### config.mk
export PLATFORM = sky130hd
export DESIGN_NAME = output_writeback
export DESIGN_NICKNAME = d
export VERILOG_FILES = /design/src/rtl/output_writeback.sv
export SDC_FILE = /design/constraint.sdc
export NUM_CORES = 1
export LEC_CHECK = 0
export ABC_AREA = 0
export BUFFER_PORTS_ARGS = -buffer_cell sky130_fd_sc_hd__buf_2
export CORE_MARGIN = 4
export CORE_UTILIZATION = 62
export DETAILED_ROUTE_END_ITERATION = 7
export GPL_ROUTABILITY_DRIVEN = 0
export PLACE_DENSITY = 0.93
export SYNTH_ARGS = -nofsm -noshare
export SYNTH_HDL_FRONTEND = slang
export SYNTH_SLANG_ARGS = --single-unit
### constraint.sdc
create_clock -name clk -period 6 [get_ports clk]
set_input_delay 1.2 -clock clk [delete_from_list [all_inputs] [get_ports clk]]
set_output_delay 1.2 -clock clk [all_outputs]
set_load 0.02 [all_outputs]
### src/rtl/output_writeback.sv
// Purpose : write-back sequencer; turns NUM_UNITS-lane result beats into raster-order
//           lane-parallel image-memory writes over the valid-convolution output frame.
// Latency : beat accepted at cycle t -> earliest write at t+1; 1 beat/cycle sustained.
// Backpressure: 2-entry buffer absorbs mem_stall; in_ready=0 whenever the buffer is full.
//
// Ports:
//   clk, reset (sync, active-low)
//   start/kernel_dim/base_addr/relu_en : frame setup, sampled in IDLE only
//   en_in/data_in/in_ready             : beat valid/ready from the processing units
//   mem_stall                          : memory cannot accept a write this cycle
//   wr_en/wr_mask/wr_addr/wr_data      : lane-parallel write port
//   busy, done                         : frame status (busy in RUN/DRAIN, done one-cycle pulse)
module output_writeback #(
    parameter  int DATA_WIDTH   = 16,
    parameter  int IMAGE_WIDTH  = 8,
    parameter  int IMAGE_HEIGHT = 8,
    parameter  int NUM_UNITS    = 2,
    localparam int AW           = $clog2(IMAGE_WIDTH * IMAGE_HEIGHT),
    localparam int KW           = $clog2(IMAGE_WIDTH)
) (
    input  logic                                  clk,
    input  logic                                  reset,
    input  logic                                  start,
    input  logic [KW-1:0]                         kernel_dim,
    input  logic [AW-1:0]                         base_addr,
    input  logic                                  relu_en,
    input  logic                                  en_in,
    input  logic [NUM_UNITS-1:0][DATA_WIDTH-1:0]  data_in,
    output logic                                  in_ready,
    input  logic                                  mem_stall,
    output logic                                  wr_en,
    output logic [NUM_UNITS-1:0]                  wr_mask,
    output logic [NUM_UNITS-1:0][AW-1:0]          wr_addr,
    output logic [NUM_UNITS-1:0][DATA_WIDTH-1:0]  wr_data,
    output logic                                  busy,
    output logic                                  done
);

    // Counter width: holds IMAGE_WIDTH*IMAGE_HEIGHT plus the overshoot of a final partial beat.
    localparam int CW = $clog2(IMAGE_WIDTH * IMAGE_HEIGHT + NUM_UNITS) + 1;

    typedef enum logic [1:0] {S_IDLE, S_RUN, S_DRAIN, S_DONE} state_t;

    typedef struct packed {
        logic [NUM_UNITS-1:0]                  mask;
        logic [NUM_UNITS-1:0][AW-1:0]          addr;
        logic [NUM_UNITS-1:0][DATA_WIDTH-1:0]  data;
    } entry_t;

    state_t                                  state_q, state_d;
    logic [CW-1:0]                           idx_q, idx_d;
    logic [CW-1:0]                           total_q, total_d;
    logic [AW-1:0]                           base_q, base_d;
    logic                                    relu_q, relu_d;

    entry_t                                  buf_q [2];
    logic                                    wptr_q, rptr_q;
    logic [1:0]                              cnt_q, cnt_d;
    logic [NUM_UNITS-1:0][AW-1:0]            last_addr_q;
    logic [NUM_UNITS-1:0][DATA_WIDTH-1:0]    last_data_q;

    logic [KW-1:0]                           k_eff;
    logic [CW-1:0]                           out_w, out_h, total_start;
    logic [CW-1:0]                           idx_inc;
    logic [CW-1:0]                           lane_idx;
    entry_t                                  push_entry;
    entry_t                                  head;
    logic                                    full, empty, push, pop;

    // Frame geometry from the live kernel_dim; only used on the start cycle.
    always_comb begin
        k_eff       = (kernel_dim == '0) ? KW'(1) : kernel_dim;
        out_w       = CW'(IMAGE_WIDTH)  - CW'(k_eff) + CW'(1);
        out_h       = CW'(IMAGE_HEIGHT) - CW'(k_eff) + CW'(1);
        total_start = out_w * out_h;
    end

    assign full  = (cnt_q == 2'd2);
    assign empty = (cnt_q == 2'd0);
    assign head  = buf_q[rptr_q];

    // Every output is forced quiet while reset is asserted, including the reset cycle itself.
    assign in_ready = reset && (state_q == S_RUN) && !full;
    assign push     = en_in && in_ready;
    assign wr_en    = reset && !empty && !mem_stall;
    assign pop      = wr_en;
    assign busy     = reset && ((state_q == S_RUN) || (state_q == S_DRAIN));
    assign done     = reset && (state_q == S_DONE);

    assign wr_mask  = wr_en ? head.mask : '0;
    assign wr_addr  = !reset ? '0 : (wr_en ? head.addr : last_addr_q);
    assign wr_data  = !reset ? '0 : (wr_en ? head.data : last_data_q);

    // Buffer entry for the beat being accepted this cycle.
    always_comb begin
        push_entry = '0;
        lane_idx   = '0;
        for (int i = 0; i < NUM_UNITS; i++) begin
            lane_idx           = idx_q + CW'(i);
            push_entry.mask[i] = (lane_idx < total_q);
            push_entry.addr[i] = base_q + lane_idx[AW-1:0];
            push_entry.data[i] = (relu_q && data_in[i][DATA_WIDTH-1]) ? '0 : data_in[i];
        end
    end

    always_comb begin
        cnt_d = cnt_q;
        case ({push, pop})
            2'b10:   cnt_d = cnt_q + 2'd1;
            2'b01:   cnt_d = cnt_q - 2'd1;
            default: cnt_d = cnt_q;
        endcase
    end

    always_comb begin
        state_d = state_q;
        idx_d   = idx_q;
        total_d = total_q;
        base_d  = base_q;
        relu_d  = relu_q;
        idx_inc = idx_q + CW'(NUM_UNITS);
        case (state_q)
            S_IDLE: begin
                if (start) begin
                    base_d  = base_addr;
                    relu_d  = relu_en;
                    total_d = total_start;
                    idx_d   = '0;
                    state_d = S_RUN;
                end
            end
            S_RUN: begin
                if (push) begin
                    idx_d = idx_inc;
                    if (idx_inc >= total_q) begin
                        state_d = S_DRAIN;
                    end
                end
            end
            S_DRAIN: begin
                // Leave as soon as the last pending write is issued, not a cycle later.
                if (empty || ((cnt_q == 2'd1) && pop)) begin
                    state_d = S_DONE;
                end
            end
            S_DONE: begin
                state_d = S_IDLE;
            end
            default: state_d = S_IDLE;
        endcase
    end

    always_ff @(posedge clk) begin
        if (!reset) begin
            state_q     <= S_IDLE;
            idx_q       <= '0;
            total_q     <= '0;
            base_q      <= '0;
            relu_q      <= 1'b0;
            wptr_q      <= 1'b0;
            rptr_q      <= 1'b0;
            cnt_q       <= 2'd0;
            last_addr_q <= '0;
            last_data_q <= '0;
        end else begin
            state_q <= state_d;
            idx_q   <= idx_d;
            total_q <= total_d;
            base_q  <= base_d;
            relu_q  <= relu_d;
            cnt_q   <= cnt_d;
            if (push) begin
                wptr_q <= ~wptr_q;
            end
            if (pop) begin
                rptr_q      <= ~rptr_q;
                last_addr_q <= head.addr;
                last_data_q <= head.data;
            end
        end
    end

    // Payload storage needs no reset: it is only observed through valid entries.
    always_ff @(posedge clk) begin
        if (push) begin
            buf_q[wptr_q] <= push_entry;
        end
    end

endmodule

==> flow_metrics.py <==
metrics = {
    "status": {
        "status": "finished clean",
    },
    "grt": {
        "antenna_found_initial": 0,
        "grt_pass1_vias": 4690,
        "track_usage_pct": 21.8,
        "grt_overflow_total": 0,
        "grt_first_pass_wirelength_mm": 22.5,
        "grt_max_degree": 53,
    },
    "timing": {
        "finalSetupTns_ps": 0,
        "slew_headroom_pct": 24.9,
        "fmax_mhz": 221,
        "slew_viol_final": 0,
        "finalCritPeriodShare_pct": 75.5,
        "hold_viol": 0,
        "fin_crit_ps": 4530,
        "rsz0062_at_grt": "no",
        "tightest_slew_ps": 1130,
        "timing.clock.skew_ps": 7.08,
        "hold_slack_ps": 463,
        "setup_viol": 0,
    },
    "floorplan": {
        "dieArea_sq_um": 13400,
        "die_h_um": 116,
        "floorplan.initialDensity_pct": 63.2,
        "die-width_um": 116,
        "io-pin-count": 97,
        "core_sq_um": 11400,
        "std_cell_rows": 39,
    },
    "routing": {
        "vias": 4732,
        "wirelength_mm": 14.2,
        "routed_via_density": 5.56,
        "drtIter0Drc": 304,
        "ant_nets": 0,
        "drcViolationCount": 0,
        "wl_per_cell_um": 16.7,
        "dr.pass1.iters": 4,
    },
    "clocking": {
        "clkSlewWorstSetupHoldPaths_ps": 60,
        "ctsHoldBuffers": 0,
        "cts_resized": 0,
        "clockRootBuffer": "clkbuf_16",
        "clk_path_buf_depth": 2,
        "cts_sinks": 164,
        "cts_tree": "done",
        "postCtsSetupRepairBufs": 0,
        "clock_latency_ps": 420,
        "htreeDepth": 4,
        "cts_buffers": 17,
    },
    "critical_path": {
        "worstRegToRegCells": 10,
        "crit_path_start_kind": "input port",
        "r2r-end": "state_q[0]",
        "rrSetupSlack_ps": 3330,
        "cp_data_required_time_ps": 6330,
        "worstPathArrival_ps": 4870,
        "cp-startpoint": "kernel_dim[1]",
        "crit_fanout": 6,
        "crit_path_end_kind": "register",
        "setup.worst_path.class": "in -> reg",
        "worstReg2RegStart": "idx_q[1]",
    },
    "yosys": {
        "synth_cell_type_count": 50,
        "yosysTopAreaCellShare_pct": 38.3,
        "yosysWarningCount": 0,
        "ys_async_sr_fraction_pct": 0,
        "yosys_register_bits": 164,
        "ys.flop_type": "edfxtp_1",
        "synth_edf_count": 92,
        "ys_top_cells_by_area": "edfxtp_1 38%, dfxtp_1 20%, ha_1 6.9%, mux2i_1 6.5%, a211oi_1 4.9%",
        "synthesis.area_sq_um": 7210,
        "synth.avg_cell_area_sq_um": 12.0,
        "syn_inst": 603,
        "yosys.area.top_type": "edfxtp_1",
        "ys_seq_area_share_pct": 58.3,
    },
    "placed_design": {
        "io_buffers": 96,
        "dp_hpwl_mm": 9.64,
        "placedCellCount": 819,
        "placed_cell_area_sq_um": 7800,
    },
    "flow_run": {
        "max_cap_violations": 0,
    },
    "cells_and_area": {
        "antennaDiodeCount": 0,
        "layout.nets": 787,
        "utilization_pct": 73.4,
        "drive_gt1_share_pct": 19.6,
        "instances_no_fill": 851,
        "area_growth_pct": 16.2,
        "final_area_sq_um": 8380,
    },
    "worst_hold_path": {
        "hold_start": "total_q[2]",
        "hold_depth": 2,
        "hold_end": "total_q[2]",
        "hold_class": "reg -> reg",
    },
    "power_and_ir_drop": {
        "p_per_area_nw_per_um2": 382,
        "peakVddDrop_mv": 0.268,
        "cellLeakagePower_nw": 3.28,
    },
}
## layout make-up
class	instances	area, sq um
Fill cell	740	3040
Inverter	26	97.6
Clock buffer	29	543
Clock inverter	3	40.0
Tap cell	143	179
Sequential cell	164	4210
Timing Repair Buffer	100	523
Multi-Input combinational cell	386	2790
## layout by cell type (no fill, tap or decap), drive strengths merged, types with 3 or more instances in the layout
master | synthesis | final
conb | 2 | 4
and2 | 32 | 32
o21ai | 6 | 6
nand3b | 3 | 3
o21a | 3 | 3
xnor2 | 11 | 11
dfxtp | 72 | 72
nor3b | 3 | 3
ha | 40 | 40
a211oi | 47 | 47
inv | 26 | 26
fa | 5 | 5
nand3 | 12 | 12
nand2 | 37 | 37
buf | 14 | 100
edfxtp | 92 | 92
and3 | 5 | 5
clkbuf | 15 | 29
xor2 | 12 | 12
a21o | 6 | 6
nand2b | 5 | 5
mux2i | 47 | 47
nor2 | 68 | 68
a21oi | 23 | 23
## worst max-delay path, cell delays in order
cell      delay [ps]
buf_2            130
o21bai_2         250
inv_1             80
ha_1             210
xor2_1           270
xor2_1           410
fa_1             470
nand2b_1         170
fa_1             510
inv_1             40
ha_1             330
a21o_1           170
a21oi_1          170
xor2_1           210
nand4_1          120
o211ai_1         110
## cell families (layout without fill, tap and decap cells)
logic type,Yosys count,in the layout,share of synthesized area (%)
fa+ha+maj,45,45,8.32
compound gates,95,95,9.30
xor+xnor,23,23,2.79
simple gates,171,171,11.3
buf+inv,55,158,3.24
other cells,2,4,0.104
mux,48,48,6.68
flops,164,164,58.3
## how the worst max path moves through the flow
stage / to / slack [ps] / depth (start not counted)
2_1_floorplan: total_q[7] / 1530 / 15
3_3_place_gp: total_q[7] / 1280 / 16
3_5_place_dp: total_q[7] / 1040 / 16
4_1_cts: total_q[7] / 1460 / 16
5_1_grt: total_q[7] / 1230 / 16
6_report: total_q[7] / 1470 / 16
## per-stage QoR
step,setup WS [ps],power [mW]
6_report,1470,3.20
4_1_cts,1460,3.21
3_5_place_dp,1040,2.16
2_1_floorplan,1530,1.96
3_3_place_gp,1280,2.11
5_1_grt,1230,3.35
## where the power goes
group / total (mW) / switching [mW] / internal [mW]
clock network: 1.05 / 0.394 / 0.654
registers: 1.38 / 0.0519 / 1.32
logic: 0.774 / 0.478 / 0.295
total: 3.20 / 0.924 / 2.27
## Yosys cell counts, types with 2 or more instances
cell      instances
buf_2            10
and3_1            5
xor2_1           12
buf_4             2
a31oi_1           2
ha_1             40
o21a_1            2
edfxtp_1         92
xnor2_1          11
a21o_1            6
a211oi_1         47
dfxtp_1          72
o21ai_0           5
clkbuf_4          2
inv_1            25
mux2i_1          47
nand2_1          36
clkbuf_1         13
nor3b_1           2
nand3b_1          3
buf_1             2
conb_1            2
nor2b_1           2
nand2b_1          5
nor2_1           67
a21oi_1          22
and2_1           32
nand3_1          11
fa_1              5
## state kept, by name (all words and copies together), names as in the netlist, named ones only
register	flops
rptr_q	1
state_q	2
base_q	6
total_q	7
relu_q	1
idx_q	7
buf_q	92
last_addr_q	12
wptr_q	1
last_data_q	32
cnt_q	2
## per-layer routing
layer / GRT usage (%) / routed length (um) / part of all wire [%]
met1: 25.4 / 5700 / 40
met2: 38.7 / 7470 / 53
met3: 5.59 / 733 / 5.2
met4: 8.20 / 274 / 1.9
met5: 0 / 0 / 0
Power figures use the tool's default switching activity.
